File: config.mk
export PLATFORM = sky130hd
export DESIGN_NAME = spi_reg_ctrl
export DESIGN_NICKNAME = d
export VERILOG_FILES = /design/src/rtl/spi_reg_ctrl_pkg.sv /design/src/rtl/spi_reg_ctrl_sync_edge.sv /design/src/rtl/spi_reg_ctrl.sv
export SDC_FILE = /design/constraint.sdc
export NUM_CORES = 1
export LEC_CHECK = 0
export CAP_MARGIN = 10
export CORE_ASPECT_RATIO = 1.25
export CORE_MARGIN = 1
export CORE_UTILIZATION = 45
export CTS_BUF_LIST = sky130_fd_sc_hd__clkbuf_4 sky130_fd_sc_hd__clkbuf_8
export CTS_CLUSTER_SIZE = 16
export DETAILED_ROUTE_END_ITERATION = 8
export MAX_ROUTING_LAYER = met4
export PLACE_DENSITY = 0.7
export SLEW_MARGIN = 20
export SYNTH_ARGS = -nofsm -noshare
export SYNTH_HDL_FRONTEND = slang
export SYNTH_HIERARCHICAL = 1
export SYNTH_SLANG_ARGS = --single-unit
File: constraint.sdc
create_clock -name clk -period 1.64 [get_ports clk]
set_input_delay 0.246 -clock clk [delete_from_list [all_inputs] [get_ports clk]]
set_output_delay 0.246 -clock clk [all_outputs]
set_load 0.005 [all_outputs]
File: src/rtl/spi_reg_ctrl_pkg.sv
// Shared constants and FSM state type for the SPI configuration register block.
package spi_reg_pkg;

    localparam logic [6:0] ADDR_EN_OUT_LO = 7'h00;
    localparam logic [6:0] ADDR_EN_OUT_HI = 7'h01;
    localparam logic [6:0] ADDR_EN_PWM_LO = 7'h02;
    localparam logic [6:0] ADDR_EN_PWM_HI = 7'h03;
    localparam logic [6:0] ADDR_DUTY      = 7'h04;

    localparam int FRAME_BITS = 16;

    typedef enum logic [1:0] {IDLE, SHIFT, CHECK} state_t;

endpackage

File: src/rtl/spi_reg_ctrl_sync_edge.sv
// Multi-flop synchronizer for one asynchronous input with registered rise/fall pulses.
module sync_edge #(
    parameter int STAGES = 2
) (
    input  logic clk,
    input  logic rst_n,
    input  logic i_d,
    output logic o_q,
    output logic o_rise,
    output logic o_fall
);

    logic [STAGES-1:0] r_sync;
    logic              r_prev;

    always_ff @(posedge clk or negedge rst_n) begin
        if (!rst_n) begin
            r_sync <= '0;
            r_prev <= 1'b0;
        end else begin
            r_sync <= {r_sync[STAGES-2:0], i_d};
            r_prev <= r_sync[STAGES-1];
        end
    end

    assign o_q    = r_sync[STAGES-1];
    assign o_rise = r_sync[STAGES-1] & ~r_prev;
    assign o_fall = ~r_sync[STAGES-1] & r_prev;

endmodule

File: src/rtl/spi_reg_ctrl.sv
// SPI mode-0 target holding the five pwm_peripheral configuration registers.
// Optional readback of the addressed register on cipo when SPI_READBACK_EN is defined.
module spi_reg_ctrl
    import spi_reg_pkg::*;
#(
    parameter int SYNC_STAGES = 2,
    parameter int MAX_ADDR    = 4
) (
    input  logic       clk,
    input  logic       rst_n,
    input  logic       sclk,
    input  logic       copi,
    input  logic       ncs,
    output logic       cipo,
    output logic [7:0] en_reg_out_7_0,
    output logic [7:0] en_reg_out_15_8,
    output logic [7:0] en_reg_pwm_7_0,
    output logic [7:0] en_reg_pwm_15_8,
    output logic [7:0] pwm_duty_cycle
);

    localparam logic [4:0] CNT_FULL = 5'(FRAME_BITS);
    localparam logic [4:0] CNT_SAT  = 5'(FRAME_BITS + 1);

    logic w_sclk, w_sclk_rise, w_sclk_fall;
    logic w_copi, w_unused_copi_rise, w_unused_copi_fall;
    logic w_ncs, w_ncs_rise, w_ncs_fall;

    sync_edge #(.STAGES(SYNC_STAGES)) u_sync_sclk (
        .clk(clk), .rst_n(rst_n), .i_d(sclk),
        .o_q(w_sclk), .o_rise(w_sclk_rise), .o_fall(w_sclk_fall)
    );
    sync_edge #(.STAGES(SYNC_STAGES)) u_sync_copi (
        .clk(clk), .rst_n(rst_n), .i_d(copi),
        .o_q(w_copi), .o_rise(w_unused_copi_rise), .o_fall(w_unused_copi_fall)
    );
    sync_edge #(.STAGES(SYNC_STAGES)) u_sync_ncs (
        .clk(clk), .rst_n(rst_n), .i_d(ncs),
        .o_q(w_ncs), .o_rise(w_ncs_rise), .o_fall(w_ncs_fall)
    );

    logic w_unused_levels;
    assign w_unused_levels = w_sclk ^ w_ncs;

    state_t      r_state, w_next;
    logic        w_clr, w_shift, w_check, w_valid;
    logic [15:0] r_sr;
    logic [4:0]  r_cnt;

    always_ff @(posedge clk or negedge rst_n) begin
        if (!rst_n) r_state <= IDLE;
        else        r_state <= w_next;
    end

    // A fresh ncs fall always restarts the frame, even mid-SHIFT.
    always_comb begin
        w_next  = r_state;
        w_clr   = 1'b0;
        w_shift = 1'b0;
        w_check = 1'b0;
        case (r_state)
            IDLE: begin
                if (w_ncs_fall) begin
                    w_clr  = 1'b1;
                    w_next = SHIFT;
                end
            end
            SHIFT: begin
                if (w_ncs_fall)       w_clr   = 1'b1;
                else if (w_ncs_rise)  w_next  = CHECK;
                else if (w_sclk_rise) w_shift = 1'b1;
            end
            CHECK: begin
                w_check = 1'b1;
                w_next  = IDLE;
            end
            default: w_next = IDLE;
        endcase
    end

    always_ff @(posedge clk or negedge rst_n) begin
        if (!rst_n) begin
            r_sr  <= '0;
            r_cnt <= '0;
        end else if (w_clr) begin
            r_cnt <= '0;
        end else if (w_shift && r_cnt < CNT_SAT) begin
            if (r_cnt < CNT_FULL) r_sr <= {r_sr[14:0], w_copi};
            r_cnt <= r_cnt + 5'd1;
        end
    end

    assign w_valid = (r_cnt == CNT_FULL) && r_sr[15] && ({25'd0, r_sr[14:8]} <= MAX_ADDR);

    // Stage p1: the checked write is registered, then applied to the register file.
    logic       r_vld_p1;
    logic [6:0] r_addr_p1;
    logic [7:0] r_data_p1;

    always_ff @(posedge clk or negedge rst_n) begin
        if (!rst_n) begin
            r_vld_p1  <= 1'b0;
            r_addr_p1 <= '0;
            r_data_p1 <= '0;
        end else begin
            r_vld_p1  <= w_check && w_valid;
            r_addr_p1 <= r_sr[14:8];
            r_data_p1 <= r_sr[7:0];
        end
    end

    always_ff @(posedge clk or negedge rst_n) begin
        if (!rst_n) begin
            en_reg_out_7_0  <= 8'h00;
            en_reg_out_15_8 <= 8'h00;
            en_reg_pwm_7_0  <= 8'h00;
            en_reg_pwm_15_8 <= 8'h00;
            pwm_duty_cycle  <= 8'h00;
        end else if (r_vld_p1) begin
            case (r_addr_p1)
                ADDR_EN_OUT_LO: en_reg_out_7_0  <= r_data_p1;
                ADDR_EN_OUT_HI: en_reg_out_15_8 <= r_data_p1;
                ADDR_EN_PWM_LO: en_reg_pwm_7_0  <= r_data_p1;
                ADDR_EN_PWM_HI: en_reg_pwm_15_8 <= r_data_p1;
                ADDR_DUTY:      pwm_duty_cycle  <= r_data_p1;
                default: ;
            endcase
        end
    end

`ifdef SPI_READBACK_EN
    logic       r_load, r_tx_act;
    logic [7:0] r_tx, w_rd_data;

    always_comb begin
        w_rd_data = 8'h00;
        if ({25'd0, r_sr[6:0]} <= MAX_ADDR) begin
            case (r_sr[6:0])
                ADDR_EN_OUT_LO: w_rd_data = en_reg_out_7_0;
                ADDR_EN_OUT_HI: w_rd_data = en_reg_out_15_8;
                ADDR_EN_PWM_LO: w_rd_data = en_reg_pwm_7_0;
                ADDR_EN_PWM_HI: w_rd_data = en_reg_pwm_15_8;
                ADDR_DUTY:      w_rd_data = pwm_duty_cycle;
                default:        w_rd_data = 8'h00;
            endcase
        end
    end

    // r_sr[7:0] holds R/W and address on the cycle after the 8th bit lands.
    always_ff @(posedge clk or negedge rst_n) begin
        if (!rst_n) begin
            r_load   <= 1'b0;
            r_tx_act <= 1'b0;
            r_tx     <= 8'h00;
        end else begin
            r_load <= w_shift && (r_cnt == 5'd7);
            if (r_load && !r_sr[7]) begin
                r_tx     <= w_rd_data;
                r_tx_act <= 1'b1;
            end else if (r_tx_act && w_sclk_fall && r_cnt >= 5'd9) begin
                r_tx <= {r_tx[6:0], 1'b0};
            end
            if (r_state != SHIFT || w_ncs_rise || w_ncs_fall) r_tx_act <= 1'b0;
        end
    end

    assign cipo = r_tx_act & r_tx[7];
`else
    logic w_unused_sclk_fall;
    assign w_unused_sclk_fall = w_sclk_fall;
    assign cipo = 1'b0;
`endif

endmodule

---- Word level (Yosys, flattened, before mapping) ----
Cells that the tools add are included.
storage, ports and cells
  logic and storage cells ................. 65
  register bits after elaboration ......... 87
operators by class
  mux-type cells .......................... 13
  reduce and logical (&&, ||, !) cells .... 15
  bitwise logic cells ..................... 7
  order comparisons ....................... 3
  eq/ne operators ......................... 10
  $add $sub $neg .......................... 1
operators with widths
  operator             count
  $eq 7x2->1 const B   2
  $lt 5x5->1 const B   2
  $mux 5               2
  $reduce_and 2->1     5
  $eq 7x1->1 const B   1
  $eq 7x3->1 const B   1
  $le 7x3->1 const B   1
  $logic_not 7->1      1
  $mux 1               7
  $mux 2               3
  $reduce_and 3->1     2
  $add 5x1->5 const B  1
  $eq 5x5->1 const B   1
  $logic_and 1x1->1    4
  $ne 2x1->1 const B   2
  $not 1->1            4
  $pmux 2 s2           1
  $and 1x1->1          3
  $eq 2x1->1 const B   1
  $eq 2x2->1 const B   1
  $logic_not 2->1      1
  $ne 2x2->1 const B   1
  $reduce_bool 2->1    1
  $reduce_or 2->1      1

---- Longest topological paths before layout ----
Gate-level depths: netlist of run 1.
  word-level depth ........................ 9
  depth in mapped cells ................... 5
  gate-level depth less buffers ........... 4

---- Cells and area by module ----
The synthesis of run 1 kept the hierarchy.
modules (own cells, without submodules)
  module        area each (µm²)  cells each  times used
  spi_reg_ctrl  3036.7           186         1
  sync_edge     90.1             5           3

---- Worst setup path before layout of run 1 ----
OpenSTA, ideal clock, no wires.
  path type ............................... register to register
  from .................................... register u_sync_ncs.r_prev
  to ...................................... register r_sr[10]
  slack ................................... 0.045 ns
  cell stages (with the launch flop) ...... 6
  required time ........................... 1.515 ns
  data arrival time ....................... 1.470 ns
  library setup time ...................... 0.125 ns
  cell sequence ........................... dfrtp_1 -> and2b_2 -> nor3b_4 -> nand3_4 -> buf_6 -> mux2_4
RTL lines
  what                                            RTL line                                source
  from (decl)                                     spi_reg_ctrl_sync_edge.sv:14            logic r_prev;
  from (signal assigned)                          spi_reg_ctrl_sync_edge.sv:22            r_prev <= r_sync[STAGES-1];
  $and 1x1->1 (*)                                 spi_reg_ctrl_sync_edge.sv:28            assign o_fall = ~r_sync[STAGES-1] & r_prev;
  via w_ncs_fall                                  spi_reg_ctrl.sv:27                      logic w_ncs, w_ncs_rise, w_ncs_fall;
  $mux 1 (on tied branches)                       spi_reg_ctrl.sv:69, spi_reg_ctrl.sv:63
  $mux 1 (on tied branches)                       -
  $logic_and 1x1->1 or $not 1->1 (tied branches)  -
  $reduce_and 3->1 (no source line) (*)           -
  to (signal assigned)                            spi_reg_ctrl.sv:88                      if (r_cnt < CNT_FULL) r_sr <= {r_sr[14:0], w_copi};
  to (decl)                                       spi_reg_ctrl.sv:47                      logic [15:0] r_sr;
Mark *: on every way through the listed nets, which the timed path passes. The rest lies on a longest branch.
A chain may end at the register's enable or synchronous reset.

---- Worst setup path in the final report of run 1 ----
  from .................................... register u_sync_ncs.r_sync[1]
  to ...................................... register r_sr[14]
between the ends
  word-level cells in the longest chain between the ends .. 6
RTL lines
  what                                            RTL line                                source
  from (decl)                                     spi_reg_ctrl_sync_edge.sv:13            logic [STAGES-1:0] r_sync;
  from (signal assigned)                          spi_reg_ctrl_sync_edge.sv:21            r_sync <= {r_sync[STAGES-2:0], i_d};
  $not 1->1 (*)                                   spi_reg_ctrl_sync_edge.sv:28
  $and 1x1->1 (*)                                 spi_reg_ctrl_sync_edge.sv:28
  via w_ncs_fall                                  spi_reg_ctrl.sv:27
  $mux 1 (on tied branches)                       spi_reg_ctrl.sv:69, spi_reg_ctrl.sv:63
  $mux 1 (on tied branches)                       -
  $logic_and 1x1->1 or $not 1->1 (tied branches)  -
  $reduce_and 3->1 (no source line) (*)           -
Marked as above.

==> impl_metrics.yaml, run 1 <==
status:
  status: "finished clean"
sta:
  finalClockSkew_ns: 0.009589
  period_share_pct: 96.35
  clock.fmax_mhz: 632.9
  period_needed_ns: 1.580
  setup_viol: 0
  finalSetupTns_ns: 0
  rsz0062_at_grt: "true"
  finalHoldViolations: 0
  slew_violations: 0
cells_and_area:
  instances_no_fill: 353
  antenna_cells: 0
  layout-drive-gt1-share_pct: 34.22
  final_nets: 265
  syn2layout_area_growth_pct: 25.84
  finalCoreUtilization_pct: 58.77
global_routing:
  antenna_found_initial: 0
  grt_pass1_vias: 1794
  grt_pass1_wl_mm: 8.714
  grt_overflow: 0
  grt_max_degree: 37
  track_usage_pct: 15.54
clock_network:
  htreeDepth: 3
  cts_tree: "built"
  post_cts_resized: 0
  cts_buffers: 9
  clockBufferDepth: 2
  worstSkewPairLatency_ns: 0.35
  clkSinkCount: 87
  clkTransAtPathRegs_ns: 0.08
  root_buffer: "clkbuf_8"
power:
  swShare_pct: 23.72
  pwr-share-comb_pct: 5.1
  power_frac_seq_pct: 59.4
  finalPower_mw: 4.050
  vdd_drop_max_mv: 0.6664
  clockPowerShare_pct: 35.5
  switchingPower_mw: 0.9607
  p_leak_nw: 2.031
  p_int_mw: 3.090
  power_density_nw_per_um2: 987.8
synth:
  synthesis.area_um2: 3258
  avgSynthCellArea_um2: 16.54
  yosysWarnings: 6
  syn_nets: 204
  synthCells: 197
critical_path:
  worst-path-max-fanout: 16
  critical-path-top-delay-family: "simple AND/OR/NAND/NOR gates"
  cpMaxStageDelayCell: "dfrtp_1"
  worstSetupEndpointType: "flip-flop"
  cp_cell_sequence: "and2b_2 -> nor3b_4 -> nand3_4 -> buf_12 -> mux2_4"
  cp_slowest_stage_delay_ns: 0.36
  critPathArrivalTime_ns: 1.81
  crit_required_ns: 1.87
  timing.critical_path.buf_inv: 1
  path_class: "reg2reg"
  start_kind: "flip-flop"
detailed_routing:
  drt-initial-drc-count: 51
  drt_first_pass_iters: 4
  wl_mm: 5.036
  wire_per_inst_um: 14.27
  ant_nets: 0
  drcViolationCount: 0
  vias_per_cell: 5.068
  vias: 1789
die:
  core.rowCount: 34
  initial_core_util_pct: 46.70
  die_h_um: 97.14
  core_area_um2: 6977
  io_pins: 46
  fp.dieW_um: 78.11
  dieArea_um2: 7587
placed_design:
  portBuffers: 44
  hpwl_mm: 3.581
  gp_congestion: 0.7536
  dp.cells: 335
job:
  max-cap-violations: 0
worst_hold_path:
  min_path_type: "in2reg"
-- final cells by class --
class | instances | area (um^2)
repair buffers | 53 | 558.0
clock buffers | 9 | 123.9
flip-flops and latches | 87 | 2177
clock inverters | 7 | 73.82
fillers | 559 | 2877
well taps | 90 | 112.6
inverters | 5 | 18.77
multi-input cells | 102 | 1036
-- metal layers --
| metal | global-route usage (%) | wire length, um | up-vias |
|---|---|---|---|
| li1 | - | - | 817 |
| met1 | 18.91 | 2264 | 919 |
| met2 | 24.43 | 2484 | 42 |
| met3 | 3.662 | 173 | 11 |
| met4 | 7.265 | 113 | 0 |
| met5 | - | 0 | - |
-- power groups by stage --
stage	sequential, mW	clock, mW	combinational (mW)
2_1_floorplan	2.40	0	0.126
3_3_place_gp	2.45	0	0.199
3_5_place_dp	2.45	0	0.205
4_1_cts	2.41	1.48	0.213
5_1_grt	2.43	1.57	0.235
6_report	2.41	1.44	0.207
-- flip-flops by register name (all words and copies together), names as in the netlist, 5 cells and up --
name / flops
r_sr: 16
en_reg_out_15_8: 8
en_reg_out_7_0: 8
en_reg_pwm_15_8: 8
en_reg_pwm_7_0: 8
pwm_duty_cycle: 8
r_data_p1: 8
r_addr_p1: 7
r_cnt: 5
-- through the flow --
| step | instance area [um^2] | setup slack (ns) | hold WS [ns] |
|---|---|---|---|
| after floorplan | 3258 | 0.04479 | -0.04959 |
| after global placement | 3872 | 0.07468 | 0.2333 |
| after detailed placement | 3872 | 0.009923 | 0.2387 |
| after CTS | 4100 | 0.06123 | 0.3165 |
| after global routing | 4100 | -0.02771 | 0.3154 |
| final | 4100 | 0.05985 | 0.3347 |
-- cells in the final DEF, fill, tap and decap left out, types with 2 or more instances in the layout --
cell type,count
dfrtp_1,87
mux2_2,46
clkdlybuf4s50_1,43
mux2_4,10
clkbuf_8,9
inv_1,5
nand2_1,5
nor2_1,5
buf_4,5
mux2i_1,4
nor2b_1,4
clkinvlp_4,4
buf_12,4
nand4_1,3
nor3b_4,2
nand2b_1,2
and3_1,2
nand4b_2,2
ha_1,2
-- path summary, 6_finish.rpt --
path	slack, ns	endpoint	cells after the start	start
min	0.33	u_sync_sclk/r_sync[0]	1	sclk
min in group asynchronous	0.39	en_reg_out_7_0[7]	2	rst_n
min reg2reg	0.36	u_sync_sclk/r_sync[1]	0	u_sync_sclk/r_sync[0]
max reg2reg	0.06	r_sr[14]	5	u_sync_ncs/r_sync[1]
max	0.06	r_sr[14]	5	u_sync_ncs/r_sync[1]
max in group asynchronous	0.75	u_sync_sclk/r_prev	3	rst_n
-- what timing repair did --
item                                   CTS  global route
endpoints found under the hold margin   34             0
pin swaps                                1             0
setup endpoints to repair               10            10
hold buffers                             1             0
buffers inserted                         1             0
Note: power is estimated with default switching activity, not from simulation.
==> run 2: changes to the inputs <==
GPL_TIMING_DRIVEN = 1   (was unset)
==> results of run 2 <==
Final layout, timing and power as in run 1 (identical DEF).
==> run 3: changes to the inputs <==
DONT_BUFFER_PORTS = 1   (was unset)
PLACE_DENSITY = unset   (was 0.7)
==> run 3 against run 2 <==
  * Sequential cell count unchanged
  * The run now ends with hold timing left
  * Largest cell class unchanged
  * Setup slack better by 0.014 ns
  * Clock power up 5%
  * Final area down 11%
==> impl_metrics.yaml, run 3 (same netlist as run 1, synthesis figures left out) <==
cells_and_area:
  final_common_cell: "dfrtp_1"
  largest_register_ffs: 16
  instances_no_fill: 310
  antenna_cells: 0
  syn2layout_area_growth_pct: 12.44
  final_cell_mix: "dfrtp_1 (87), mux2_2 (46), mux2_4 (10), clkbuf_8 (10)"
  layout-drive-gt1-share_pct: 40.45
  top_register: "r_sr"
  final_nets: 222
  nFillCells: 585
global_routing:
  antenna_found_initial: 0
  grt_max_degree: 88
  grt_overflow: 0
  grt_pass1_vias: 1829
  grt_pass1_wl_mm: 9.335
  track_usage_pct: 17.20
detailed_routing:
  drt_first_pass_iters: 4
  vias: 1670
  vias_per_cell: 5.387
  drcViolationCount: 0
  drt-initial-drc-count: 57
  ant_nets: 0
  wl_mm: 5.589
  wire_per_inst_um: 18.03
sta:
  period_share_pct: 95.52
  rsz0062_at_grt: "false"
  hold-worst-slack_ns: -0.4151
  finalClockSkew_ns: 0.01798
  setup_viol: 0
  setup_ws_ns: 0.07346
  finalHoldViolations: 87
  clock.fmax_mhz: 638.3
  finalSetupTns_ns: 0
  period_needed_ns: 1.567
  slew_violations: 0
critical_path:
  path_class: "reg2reg"
  critPathLaunch: "r_addr_p1[6]"
  start_kind: "flip-flop"
  critPathArrivalTime_ns: 1.80
  rr_endpoint: "en_reg_pwm_15_8[0]"
  worstSetupEndpointType: "flip-flop"
  r2r.worst_path.cells: 4
  timing.rr.start: "r_addr_p1[6]"
  r2r_setup_slack_ns: 0.07
  cp_cell_sequence: "nor3_4 -> and4_4 -> buf_12 -> mux2_2"
  cp_slowest_stage_delay_ns: 0.40
  crit_end: "en_reg_pwm_15_8[0]"
  cpMaxStageDelayCell: "dfrtp_1"
  worst-path-max-fanout: 8
  crit_required_ns: 1.87
status:
  violations: "hold timing"
  status: "complete, but fails checks"
power:
  p_leak_nw: 1.890
  power_density_nw_per_um2: 1112
  vdd_drop_max_mv: 0.5964
  swShare_pct: 22.71
  p_int_mw: 3.150
  pwr-share-comb_pct: 3.8
  clockPowerShare_pct: 37.2
  switchingPower_mw: 0.9252
  power_frac_seq_pct: 59.1
placed_design:
  portBuffers: 0
  gp_congestion: 0.8057
  dp_slack_ns: 0.009559
  hpwl_mm: 3.870
  dp.cells: 289
clock_network:
  root_buffer: "clkbuf_8"
  cts_buffers: 9
  clkTransAtPathRegs_ns: 0.08
  cts_tree: "built"
  clockBufferDepth: 2
  ctsHoldBuffers: 3
  htreeDepth: 3
  clkSinkCount: 87
  worstSkewPairLatency_ns: 0.35
die:
  dieArea_um2: 7587
  die_h_um: 97.14
  fp.dieW_um: 78.11
  core_area_um2: 6977
  core.rowCount: 34
  io_pins: 46
  initial_core_util_pct: 46.70
job:
  max-cap-violations: 0
worst_hold_path:
  min_path_type: "in2async"
## run 3: cell count changes in the layout (fill, tap and decap cells not counted), sizes merged
cell           delta
clkdlybuf4s50    -43
clkinv            -1
buf               -2
dlygate4sd3       +2
clkinvlp          -3
clkbuf            +2
inv               +2
## run 3: routing by layer
layer,vias up,routed length (um),track usage [%]
li1,730,-,-
met4,0,137,8.120
met3,11,301,5.070
met5,-,0,-
met1,885,2130,18.34
met2,44,3020,29.01
## run 3: metrics by stage
step,utilization [%],area (um^2),power (mW)
floorplan,-,3258,2.530
global placement,48.65,3395,2.577
detailed placement,48.65,3395,2.596
CTS,52.37,3654,4.119
global route,52.51,3664,4.276
finish,52.51,3664,4.075
## run 3: worst min path at each step
| stage | startpoint | end | slack (ns) | cells after the start |
|---|---|---|---|---|
| floorplan | rst_n | en_reg_out_15_8[0] | -0.05 | 0 |
| global placement | rst_n | en_reg_out_15_8[6] | -0.05 | 0 |
| detailed placement | rst_n | en_reg_out_7_0[6] | -0.05 | 0 |
| CTS | rst_n | en_reg_out_15_8[2] | -0.43 | 0 |
| global route | rst_n | en_reg_out_7_0[6] | -0.45 | 0 |
| finish | rst_n | en_reg_pwm_7_0[6] | -0.42 | 0 |
## run 3: critical path, delay by kind of cell, from the launching register on
family	cells	cell delay (ns)
buf+inv	1	0.13
flops	1	0.40
mux	1	0.34
simple gates	2	0.58
## run 3: cell type report
class / instances / area, um^2 / share of cell area (%)
Timing Repair Buffer: 10 / 107.6 / 2.937
Inverter: 5 / 18.77 / 0.5123
Clock inverter: 5 / 63.81 / 1.742
Tap cell: 90 / 112.6 / 3.074
Multi-Input combinational cell: 102 / 1039 / 28.35
Sequential cell: 87 / 2177 / 59.43
Clock buffer: 11 / 145.1 / 3.962
## run 3: what timing repair did
item                                    4_1_cts  5_1_grt
endpoints found under the hold margin        90       87
endpoints found under the setup margin        1        1
resized for setup                             0        1
buffers inserted                              1        1
cloned                                        0        0
pin swaps                                     0        2
## run 3: power groups by stage
| stage | clock network (mW) | registers [mW] | logic (mW) |
|---|---|---|---|
| floorplan | 0 | 2.40 | 0.126 |
| global placement | 0 | 2.44 | 0.137 |
| CTS | 1.56 | 2.41 | 0.155 |
| finish | 1.51 | 2.41 | 0.153 |
| detailed placement | 0 | 2.45 | 0.145 |
| global route | 1.67 | 2.43 | 0.175 |
